===== config.mk =====
export PLATFORM = sky130hd
export DESIGN_NAME = sa_autosa_rubik_wrdma_data
export DESIGN_NICKNAME = d
export VERILOG_FILES = /design/src/rtl/sa_autosa_rubik_wrdma_data.sv
export SDC_FILE = /design/constraint.sdc
export NUM_CORES = 1
export LEC_CHECK = 0
export ABC_AREA = 1
export CAP_MARGIN = 5
export CORE_AREA = 4 4 251 314
export CTS_BUF_LIST = sky130_fd_sc_hd__clkbuf_4 sky130_fd_sc_hd__clkbuf_8
export CTS_CLUSTER_DIAMETER = 60
export DETAILED_ROUTE_END_ITERATION = 12
export DIE_AREA = 0 0 255 318
export MAX_ROUTING_LAYER = met4
export PLACE_DENSITY_LB_ADDON = 0.1
export SYNTH_ARGS = -nofsm -noshare
export SYNTH_HDL_FRONTEND = slang
export SYNTH_SLANG_ARGS = --single-unit

===== constraint.sdc =====
create_clock -name autosa_core_clk -period 15.35 [get_ports autosa_core_clk]
set_input_delay 1.535 -clock autosa_core_clk [delete_from_list [all_inputs] [get_ports autosa_core_clk]]
set_output_delay 1.535 -clock autosa_core_clk [all_outputs]
set_load 0.005 [all_outputs]

===== src/rtl/sa_autosa_rubik_wrdma_data.sv =====
// Write-DMA data staging FIFO: DEPTH-entry queue with registered valid/ready on both sides.
// Define RUBIK_WRDMA_FIFO_CHECK_EN to compile simulation checks for overflow, underflow and occupancy range.
module sa_autosa_rubik_wrdma_data #(
   parameter int WIDTH = 256,
   parameter int DEPTH = 4
) (
   input  logic             autosa_core_clk,
   input  logic             autosa_core_rst,
   input  logic             idata_pvld,
   output logic             idata_prdy,
   input  logic [WIDTH-1:0] idata_pd,
   output logic             odata_pvld,
   input  logic             odata_prdy,
   output logic [WIDTH-1:0] odata_pd,
   input  logic [31:0]      pwrbus_ram_pd
);

   localparam int AW = (DEPTH > 1) ? $clog2(DEPTH) : 1;
   localparam int CW = AW + 1;
   localparam logic [CW-1:0] DEPTH_C = CW'(DEPTH);

   logic [AW-1:0]    wr_ptr_reg;
   logic [AW-1:0]    wr_ptr_next;
   logic [AW-1:0]    rd_ptr_reg;
   logic [AW-1:0]    rd_ptr_next;
   logic [CW-1:0]    count_reg;
   logic [CW-1:0]    count_next;
   logic             push;
   logic             pop;
   logic [DEPTH-1:0] wr_en;
   logic [WIDTH-1:0] mem_reg [DEPTH];

   // Power-down hints are not used by this register-based storage.
   logic unused_pwrbus;
   assign unused_pwrbus = ^pwrbus_ram_pd;

   // Handshake flags come only from the occupancy register, so neither side sees the other combinationally.
   assign idata_prdy = (count_reg < DEPTH_C);
   assign odata_pvld = (count_reg != '0);
   assign push       = idata_pvld & idata_prdy;
   assign pop        = odata_pvld & odata_prdy;

   always_comb begin
      wr_ptr_next = wr_ptr_reg;
      rd_ptr_next = rd_ptr_reg;
      count_next  = count_reg;
      if (push) begin
         wr_ptr_next = wr_ptr_reg + 1'b1;
      end
      if (pop) begin
         rd_ptr_next = rd_ptr_reg + 1'b1;
      end
      if (push && !pop) begin
         count_next = count_reg + 1'b1;
      end else if (pop && !push) begin
         count_next = count_reg - 1'b1;
      end
   end

   always_ff @(posedge autosa_core_clk or posedge autosa_core_rst) begin
      if (autosa_core_rst) begin
         wr_ptr_reg <= '0;
         rd_ptr_reg <= '0;
         count_reg  <= '0;
      end else begin
         wr_ptr_reg <= wr_ptr_next;
         rd_ptr_reg <= rd_ptr_next;
         count_reg  <= count_next;
      end
   end

   genvar gi;
   generate
      for (gi = 0; gi < DEPTH; gi = gi + 1) begin : g_wr_en
         assign wr_en[gi] = push && (wr_ptr_reg == AW'(gi));
      end
   endgenerate

   // Storage is deliberately left out of reset; the cleared occupancy makes stale entries invisible.
   always_ff @(posedge autosa_core_clk) begin
      for (int i = 0; i < DEPTH; i++) begin
         if (wr_en[i]) begin
            mem_reg[i] <= idata_pd;
         end
      end
   end

   assign odata_pd = mem_reg[rd_ptr_reg];

`ifdef RUBIK_WRDMA_FIFO_CHECK_EN
   always @(posedge autosa_core_clk) begin
      if (!autosa_core_rst) begin
         if (push && (count_reg >= DEPTH_C)) begin
            $error("sa_autosa_rubik_wrdma_data: push while full");
         end
         if (pop && (count_reg == '0)) begin
            $error("sa_autosa_rubik_wrdma_data: pop while empty");
         end
         if (count_reg > DEPTH_C) begin
            $error("sa_autosa_rubik_wrdma_data: occupancy %0d exceeds depth", count_reg);
         end
      end
   end
`else
`endif

endmodule


==> flow_metrics.env <==
export IMPL_dieArea_um2=81090
export IMPL_crit_arrival_ns=5.67
export IMPL_pre_cts_ws_ns=8.975
export IMPL_clock_sinks=1031
export IMPL_async_flop_share=0.006790
export IMPL_fillCellCount=5481
export IMPL_cp_required_ns=13.82
export IMPL_grt_overflow=0
export IMPL_routedWlPerCell_um=19.89
export IMPL_cts_buffer_depth=3
export IMPL_cts_root_buf="clkbuf_8"
export IMPL_cts_resized=0
export IMPL_crit_buf_inv=4
export IMPL_dr_pass1_iters=5
export IMPL_numCtsBuffers=157
export IMPL_ys_warn_count=0
export IMPL_synth_largest_area_cell="edfxtp_1"
export IMPL_setup_viol=0
export IMPL_fp_dieW_um=255
export IMPL_synth_cell_area_um2=41280
export IMPL_area_growth_syn_to_layout_pct=21.22
export IMPL_p_per_area_nw_per_um2=184.4
export IMPL_relSlewSlack=0.1787
export IMPL_fin_crit_ns=7.207
export IMPL_drc=0
export IMPL_final_nets=3868
export IMPL_hold_viol_final=0
export IMPL_crit_path_frequent_cell="buf_4"
export IMPL_synth_main_ff_cell="edfxtp_1"
export IMPL_critPathLaunchType="flip-flop"
export IMPL_post_cts_buffers=0
export IMPL_multiInputGateArea_um2=7468
export IMPL_path_cells="buf_4 > buf_12 > buf_4 > o211ai_1 > nand2_1 > clkdlybuf4s50_1"
export IMPL_core_area_um2=75780
export IMPL_initial_core_util=0.5447
export IMPL_synth_cell_types=20
export IMPL_hpwl_mm=54.85
export IMPL_synth_top_area_frac=0.7449
export IMPL_rsz0062_at_grt="no"
export IMPL_cp_top_family="buffers and inverters"
export IMPL_first_iter_violations=1267
export IMPL_regArea_um2=30930
export IMPL_drive_gt1_frac=0.09997
export IMPL_setup_slack_ns=8.143
export IMPL_crit_fanout=265
export IMPL_cp_end_kind="output port"
export IMPL_crit_type="flip-flop to output port"
export IMPL_netlist_instances=3043
export IMPL_clk_pin_slew_worst_paths_ns=0.06
export IMPL_status="finished clean"
export IMPL_largest_reg_flops=1024
export IMPL_synth_edf_count=1024
export IMPL_slew_violations=0
export IMPL_syn_avg_cell_area_um2=13.57
export IMPL_grtUsageTotal=0.2338
export IMPL_p_leak_uw=0.01882
export IMPL_wl_mm=93.20
export IMPL_cp_slowest_stage_delay_ns=1.04
export IMPL_post_route_period_util=0.4695
export IMPL_grt_pass1_wl_mm=140.8
export IMPL_drv_cap=0
export IMPL_clk_insertion_delay_late_ns=0.79
export IMPL_fin_skew_ns=0.01670
export IMPL_vias=24648
export IMPL_h_tree_depth=4
export IMPL_layout_commonest_cell="edfxtp_1"
export IMPL_hold_path_class="flip-flop to flip-flop"
export IMPL_clock_fmax_mhz=138.8
export IMPL_rows=113
export IMPL_holdBufCountCts=0
export IMPL_vdd_drop_max_mv=0.1587
export IMPL_layout_common_cells="edfxtp_1, nand2_1, inv_1"
export IMPL_die_y_um=318
export IMPL_gp_congestion=0.7536
export IMPL_synth_nets=3341
export IMPL_portBuffers=517
export IMPL_grt_pass1_vias=25028
export IMPL_cp_slowest_cell="dfrtp_4"
export IMPL_tightestPinTransition_ns=1.232
export IMPL_synth_area_leaders="edfxtp_1, o211ai_1, nand2_1"
export IMPL_grt_max_degree=266
export IMPL_via_per_inst=5.260
export IMPL_cts_tree="done"
export IMPL_num_io_pins=550
export IMPL_ys_ff_latch=1031
export IMPL_antenna_found_initial=27
export IMPL_seq_area_frac_synth=0.7492
export IMPL_antenna_left=0
export IMPL_final_setup_tns_ns=0
## cells in the mapped netlist (2+ instances only)
cell type  number
inv_1         525
nand3_1         2
buf_2         134
buf_6          12
dfrtp_1         7
nor2_1          5
ha_1            5
nand2_1       785
o211ai_1      412
clkbuf_1       14
o211ai_2      100
buf_4          11
edfxtp_1     1024
## power by group
group          leakage (uW)  internal, uW  switching [uW]  total [uW]
Sequential          0.00941          3590             172        3760
Combinational       0.00785          1460            1890        3350
Clock               0.00156          1120            1000        2120
## routing by layer
| layer | track usage | up-vias | wire (um) |
|---|---|---|---|
| met5 | - | - | 0 |
| met4 | 0.08187 | 0 | 2431 |
| met3 | 0.08321 | 136 | 7817 |
| met2 | 0.3853 | 641 | 47570 |
| met1 | 0.2655 | 12127 | 35380 |
| li1 | - | 11744 | - |
## worst register-to-register path: cells and delay by family, from the launching register on
kind / cells / cell delay [ns]
flip-flops: 1 / 0.39
AND/OR/NAND/NOR: 2 / 0.51
buffers and inverters: 3 / 1.93
## cells by family after synthesis
kind of cell               count (synthesis)  synth area share
adders and majority gates                  6          0.002001
xor gates and xnor gates                   2         0.0004244
AOI/OAI and AO/OA                        513            0.1054
buffers and inverters                    697           0.07063
DFF                                     1031            0.7492
and+or+nand+nor                          794           0.07241
## final timing paths
| kind | start | to | slack (ns) | cells after the start |
|---|---|---|---|---|
| max | rd_ptr_reg[0]$_DFFE_PP0P_ | odata_pd[189] | 8.14 | 6 |
| min | count_reg[2]$_DFFE_PP0P_ | count_reg[2]$_DFFE_PP0P_ | 0.53 | 2 |
| max reg2reg | count_reg[2]$_DFFE_PP0P_ | mem_reg[1][177]$_DFFE_PP_ | 12.06 | 5 |
| min reg2reg | count_reg[2]$_DFFE_PP0P_ | count_reg[2]$_DFFE_PP0P_ | 0.53 | 2 |
| max in group asynchronous | autosa_core_rst | rd_ptr_reg[0]$_DFFE_PP0P_ | 14.11 | 2 |
| min in group asynchronous | autosa_core_rst | count_reg[2]$_DFFE_PP0P_ | 0.98 | 2 |
## area by class of cell
class                   instances  share of cell area
repair buffers                539              0.1085
diodes                         28            0.001400
clock inverters                57            0.006351
multi-input cells            1315              0.1493
inverters                     526             0.03961
clock buffers                 213             0.05233
flip-flops and latches       1031              0.6182
well taps                     977             0.02443
## stage by stage
step,std cells,area (um^2),util,hold slack (ns),power [uW]
after global placement,4388,47030,0.6206,0.4588,7115
after global routing,4685,50040,0.6603,0.5296,9760
after CTS,4658,49970,0.6594,0.5261,9364
after floorplan,3043,41280,-,0.4417,5715
after detailed placement,4388,47030,0.6206,0.5106,7210
final,4686,50040,0.6603,0.5263,9229
No activity file was read; power rests on OpenSTA's default activity.
